**src/rtl/shift_pkg.sv**
```systemverilog
// Shared constants for the shift/add triple decoder: FSM encoding and the
// shift amount the upstream encoder uses.
package shift_pkg;

  localparam int SHAMT = 2;

  localparam logic [2:0] IDLE   = 3'd0;
  localparam logic [2:0] CALC_A = 3'd1;
  localparam logic [2:0] CALC_B = 3'd2;
  localparam logic [2:0] CHECK  = 3'd3;
  localparam logic [2:0] DONE   = 3'd4;

endpackage

```
**src/rtl/sat_counter.sv**
```systemverilog
// Up-counter that sticks at all-ones instead of wrapping.
module sat_counter #(
  parameter int CNT_WIDTH = 8
) (
  input  logic                 CLK,
  input  logic                 RST,
  input  logic                 INC,
  output logic [CNT_WIDTH-1:0] COUNT
);

  logic [CNT_WIDTH-1:0] count_q;
  logic [CNT_WIDTH-1:0] count_d;

  always_comb begin
    count_d = count_q;
    if (INC && (count_q != {CNT_WIDTH{1'b1}})) begin
      count_d = count_q + 1'b1;
    end
  end

  always_ff @(posedge CLK or negedge RST) begin
    if (!RST) begin
      count_q <= '0;
    end else begin
      count_q <= count_d;
    end
  end

  assign COUNT = count_q;

endmodule

```
**src/rtl/shift_unpack.sv**
```systemverilog
// Decodes an {A>>SHAMT, B<<SHAMT, A+B} triple back into A and B, flagging
// triples no operand pair could have produced.
//
// state  | meaning
// IDLE   | ready for a triple, captures on IN_VALID
// CALC_A | rebuild A from the shifted word and the low sum bits
// CALC_B | B = sum - A, kept one bit wide to catch overflow
// CHECK  | consistency check, register outputs, count errors
// DONE   | hold result until OUT_READY
module shift_unpack
  import shift_pkg::*;
#(
  parameter int WIDTH     = 8,
  parameter int CNT_WIDTH = 8
) (
  input  logic                 CLK,
  input  logic                 RST,
  input  logic                 IN_VALID,
  output logic                 IN_READY,
  input  logic [WIDTH:0]       IN1,
  input  logic [WIDTH:0]       IN2,
  input  logic [WIDTH:0]       IN3,
  output logic                 OUT_VALID,
  input  logic                 OUT_READY,
  output logic [WIDTH-1:0]     A_OUT,
  output logic [WIDTH-1:0]     B_OUT,
  output logic                 ERR,
  output logic [CNT_WIDTH-1:0] ERR_CNT
);

  logic [2:0]       state_q, state_d;
  logic [WIDTH:0]   in1_q, in1_d;
  logic [WIDTH:0]   in2_q, in2_d;
  logic [WIDTH:0]   in3_q, in3_d;
  logic [WIDTH-1:0] a_q, a_d;
  logic [WIDTH:0]   diff_q, diff_d;
  logic [WIDTH-1:0] a_out_q, a_out_d;
  logic [WIDTH-1:0] b_out_q, b_out_d;
  logic             err_q, err_d;
  logic             out_valid_q, out_valid_d;
  logic             in_ready_q, in_ready_d;

  logic [SHAMT-1:0] a_lo;
  logic             chk_err;
  logic             err_inc;

  // B's low bits are visible in IN2, so A's low bits fall out of the sum.
  assign a_lo = in3_q[SHAMT-1:0] - in2_q[2*SHAMT-1:SHAMT];

  assign chk_err = (in1_q[WIDTH:WIDTH-SHAMT] != '0)
                || (in2_q[SHAMT-1:0] != '0)
                || diff_q[WIDTH]
                || (diff_q[WIDTH-SHAMT:0] != in2_q[WIDTH:SHAMT]);

  assign err_inc = (state_q == CHECK) && chk_err;

  always_comb begin
    state_d     = state_q;
    in1_d       = in1_q;
    in2_d       = in2_q;
    in3_d       = in3_q;
    a_d         = a_q;
    diff_d      = diff_q;
    a_out_d     = a_out_q;
    b_out_d     = b_out_q;
    err_d       = err_q;
    out_valid_d = out_valid_q;
    case (state_q)
      IDLE: begin
        if (IN_VALID && in_ready_q) begin
          in1_d   = IN1;
          in2_d   = IN2;
          in3_d   = IN3;
          state_d = CALC_A;
        end
      end
      CALC_A: begin
        a_d     = {in1_q[WIDTH-SHAMT-1:0], a_lo};
        state_d = CALC_B;
      end
      CALC_B: begin
        diff_d  = in3_q - {1'b0, a_q};
        state_d = CHECK;
      end
      CHECK: begin
        a_out_d     = a_q;
        b_out_d     = diff_q[WIDTH-1:0];
        err_d       = chk_err;
        out_valid_d = 1'b1;
        state_d     = DONE;
      end
      DONE: begin
        if (OUT_READY) begin
          out_valid_d = 1'b0;
          state_d     = IDLE;
        end
      end
      default: begin
        state_d = IDLE;
      end
    endcase
    // Registered ready: low for the first cycle out of reset.
    in_ready_d = (state_d == IDLE);
  end

  always_ff @(posedge CLK or negedge RST) begin
    if (!RST) begin
      state_q     <= IDLE;
      in1_q       <= '0;
      in2_q       <= '0;
      in3_q       <= '0;
      a_q         <= '0;
      diff_q      <= '0;
      a_out_q     <= '0;
      b_out_q     <= '0;
      err_q       <= 1'b0;
      out_valid_q <= 1'b0;
      in_ready_q  <= 1'b0;
    end else begin
      state_q     <= state_d;
      in1_q       <= in1_d;
      in2_q       <= in2_d;
      in3_q       <= in3_d;
      a_q         <= a_d;
      diff_q      <= diff_d;
      a_out_q     <= a_out_d;
      b_out_q     <= b_out_d;
      err_q       <= err_d;
      out_valid_q <= out_valid_d;
      in_ready_q  <= in_ready_d;
    end
  end

  sat_counter #(
    .CNT_WIDTH (CNT_WIDTH)
  ) u_err_cnt (
    .CLK   (CLK),
    .RST   (RST),
    .INC   (err_inc),
    .COUNT (ERR_CNT)
  );

  assign IN_READY  = in_ready_q;
  assign OUT_VALID = out_valid_q;
  assign A_OUT     = a_out_q;
  assign B_OUT     = b_out_q;
  assign ERR       = err_q;

endmodule

```
**config.mk**
```make
export PLATFORM = sky130hd
export DESIGN_NAME = shift_unpack
export DESIGN_NICKNAME = d
export VERILOG_FILES = /design/src/rtl/shift_pkg.sv /design/src/rtl/sat_counter.sv /design/src/rtl/shift_unpack.sv
export SDC_FILE = /design/constraint.sdc
export NUM_CORES = 1
export LEC_CHECK = 0
export ABC_AREA = 0
export BUFFER_PORTS_ARGS = -buffer_cell sky130_fd_sc_hd__buf_2
export CAP_MARGIN = 10
export CORE_MARGIN = 3
export CORE_UTILIZATION = 45
export CTS_CLUSTER_SIZE = 28
export DETAILED_ROUTE_END_ITERATION = 10
export GPL_ROUTABILITY_DRIVEN = 0
export GPL_TIMING_DRIVEN = 0
export PLACE_DENSITY = 0.66
export SLEW_MARGIN = 15
export SYNTH_ARGS = -nofsm -noshare
export SYNTH_HDL_FRONTEND = slang
export SYNTH_HIERARCHICAL = 1
export SYNTH_SLANG_ARGS = --single-unit
```
**constraint.sdc**
```tcl
create_clock -name CLK -period 6.04 [get_ports CLK]
set_clock_uncertainty 0.05 [all_clocks]
set_input_delay 1.208 -clock CLK [delete_from_list [all_inputs] [get_ports CLK]]
set_output_delay 1.208 -clock CLK [all_outputs]
set_load 0.03 [all_outputs]
```
==> results_dict.tcl <==
set metrics [dict create \
    run_status "complete, no violations" \
    placed_cell_area_um2 3760 \
    route.detailed.wl_per_inst_um 15.0 \
    crit_path_end_kind "register" \
    dieArea_um2 8480 \
    power_frac_clock_pct 16.7 \
    cp_data_required_time_ns 6.22 \
    cellPowerDensity_nw_per_um2 595 \
    worst_hold_path_type "reg -> reg" \
    switching_power_mw 0.932 \
    max_cap_viol_count 0 \
    grt_start_max_net_pins 41 \
    grt_pass1_wl_um 11300 \
    crit_path_cell_trace "and2b_4 > nand2_4 > buf_2 > a31oi_1 > and4_4 > nand3_2 > mux2_4" \
    finalSetupTns_ns 0 \
    mostFrequentLayoutCells "74 x dfrtp_1, 58 x buf_2, 33 x mux2_2, 29 x nand2_1, 28 x o21ai_0" \
    worst-path-max-fanout 10 \
    layout_commonest_cell "dfrtp_1" \
    clk_path_buf_depth 2 \
    share_of_the_cycle_needed_by_the_critical_path_after_routing_pct 39.6 \
    switching_part_of_the_total_power_pct 39.5 \
    route.detailed.drc 0 \
    drive_above_1_share_pct 35.5 \
    stdcell_area_um2 3970 \
    cp_top_family "simple AND/OR/NAND/NOR gates" \
    timing_hold_violations_final 0 \
    finalHoldWorstSlack_ns 0.430 \
    post_cts_setup_buffers 0 \
    setup_violations 0 \
    synthesis.instances 276 \
    vdd_drop_max_mv 0.301 \
    timing_worst_setup_path_type "reg -> reg" \
    placement.io_buffers 57 \
    synthesis_warning_total 6 \
    finalNetCount 387 \
    dr.first_iter.drc_count 56 \
    core_region_area_um2 6980 \
    number_of_detailed_route_iterations_in_the_first_pass 4 \
    num_io_pins 58 \
    detailroute.via_count 2248 \
    die_width_um 92.1 \
    postSynthAreaPerCell_um2 12.1 \
    synth_enable_flop_cells 0 \
    cts.htree.levels 3 \
    antenna_violating_nets_post_route 0 \
    fmax_mhz 418 \
    max_slew.worst_pin.slew_ns 0.591 \
    ys_seq_elements 74 \
    dp.final_hpwl_um 4830 \
    vias_per_cell 5.05 \
    vias_in_the_first_global_route 2278 \
    critPathMaxStageDelay_ns 0.45 \
    wire_length_after_detailed_routing_um 6660 \
    cp-start-kind "register" \
    cts_tree "built" \
    synth_cell_types 49 \
    num_rows 30 \
    numCtsBuffers 9 \
    grt_util_all_layers_pct 17.2 \
    post-route-min-period_ns 2.39 \
    yosys_most_used_dff "dfrtp_1" \
    power_report.internal_total_mw 1.43 \
    unrepaired_setup_endpoints_after_global_routing "false" \
    timing.max_slew.rel_slack_pct 60.2 \
    initial_utilization_pct 47.7 \
    postSynth.asyncResetShare_pct 100 \
    path_buf_inv 1 \
    tritoncts_sink_count 74 \
    grt_antenna_before_repair 0 \
    syn2layout_area_growth_pct 19.0 \
    critPathSlowestCell "a31oi_1" \
    ys_seq_area_share_pct 55.6 \
    finalMaxSlewViolations 0 \
    cts-root-buf "clkbuf_8" \
    cp.arrival_ns 2.58 \
    leak_pwr_nw 1.87 \
    antenna-diode-count 0 \
    cts-hold-fix-buffers 0 \
    dieHeight_um 92.1 \
    p_seq_share_pct 37.3 \
    grt.overflow.total 0 \
    power.share.combinational_pct 46.0 \
    post_cts.resized_instances 0 \
    clk_pin_slew_ns 0.07 \
    syn-num-nets 318 \
    syn-cell-area_um2 3330 \
    clk_latency_ns 0.34 \
]
==> logic make-up after synthesis <==
kind of cell	after synthesis	synth area share, %
buffers and inverters	20	2.97
adder cells (fa/ha/maj)	11	4.35
AO/OA/AOI/OAI	57	10.8
multiplexers	36	12.2
AND/OR/NAND/NOR	62	9.84
flip-flops	74	55.6
XOR/XNOR	16	4.20
==> sequential cells by signal, indices dropped and copies added, names as in the netlist <==
register / count
diff_q: 9
OUT_VALID: 1
in3_q: 9
IN_READY: 1
B_OUT: 8
ERR: 1
a_q: 8
u_err_cnt/COUNT: 8
in1_q: 9
state_q: 3
in2_q: 9
A_OUT: 8
==> metal layers <==
metal	wire (um)	part of all wire (%)	up-vias	global-route usage [%]
met1	3120	47	1085	22.1
met5	0	0	-	0
met3	333	5.0	11	4.10
met4	141	2.1	0	8.17
met2	3060	46	50	27.5
li1	-	-	1102	-
==> power by group through the flow <==
stage	Clock, mW	Combinational (mW)	Sequential (mW)
global route	0.428	1.20	0.910
detailed placement	0	1.09	0.891
finish	0.394	1.08	0.880
global placement	0	1.06	0.885
CTS	0.409	1.10	0.882
floorplan	0	0.698	0.995
==> through the flow <==
step | setup slack, ns | utilization [%] | power [mW] | instances
2_1_floorplan | 3.91 | - | 1.69 | 276
3_3_place_gp | 3.25 | 53.5 | 1.94 | 429
3_5_place_dp | 3.63 | 53.9 | 1.98 | 430
4_1_cts | 3.64 | 56.8 | 2.39 | 445
5_1_grt | 3.45 | 56.8 | 2.54 | 445
6_report | 3.65 | 56.8 | 2.36 | 445
==> worst paths after layout <==
| check | start | end | slack (ns) | cells after the start |
|---|---|---|---|---|
| min | ERR$_DFFE_PN0P_ | ERR$_DFFE_PN0P_ | 0.43 | 1 |
| max in group asynchronous | RST | in3_q[4]$_DFFE_PN0P_ | 4.61 | 2 |
| min in group asynchronous | RST | OUT_VALID$_DFFE_PN0P_ | 0.76 | 1 |
| min reg2reg | ERR$_DFFE_PN0P_ | ERR$_DFFE_PN0P_ | 0.43 | 1 |
| max | state_q[2]$_DFF_PN0_ | u_err_cnt/COUNT[5]$_DFFE_PN0P_ | 3.65 | 7 |
| max reg2reg | state_q[2]$_DFF_PN0_ | u_err_cnt/COUNT[5]$_DFFE_PN0P_ | 3.65 | 7 |
==> synthesized netlist by cell type (3+ instances only) <==
cell type / n / share of area [%]
xor2_1: 6 / 1.6
xnor2_1: 10 / 2.6
nand2b_1: 3 / 0.56
buf_4: 3 / 0.68
a31oi_1: 4 / 0.75
a21oi_1: 6 / 0.90
nor3_1: 4 / 0.60
nor2_1: 7 / 0.79
o21ai_0: 28 / 4.2
o21a_1: 4 / 0.90
nand3_1: 3 / 0.45
inv_1: 12 / 1.4
nand2_1: 29 / 3.3
ha_1: 10 / 3.8
dfrtp_1: 74 / 56
mux2_2: 33 / 11
==> final cells by class <==
cell class	instances	area, um2
fillers	641	3020
flip-flops and latches	74	1850
multi-input cells	182	1380
repair buffers	58	308
clock buffers	13	169
well taps	96	120
plain buffers	8	53.8
inverters	12	45.0
clock inverters	2	35.0
Power figures use the tool's default switching activity.
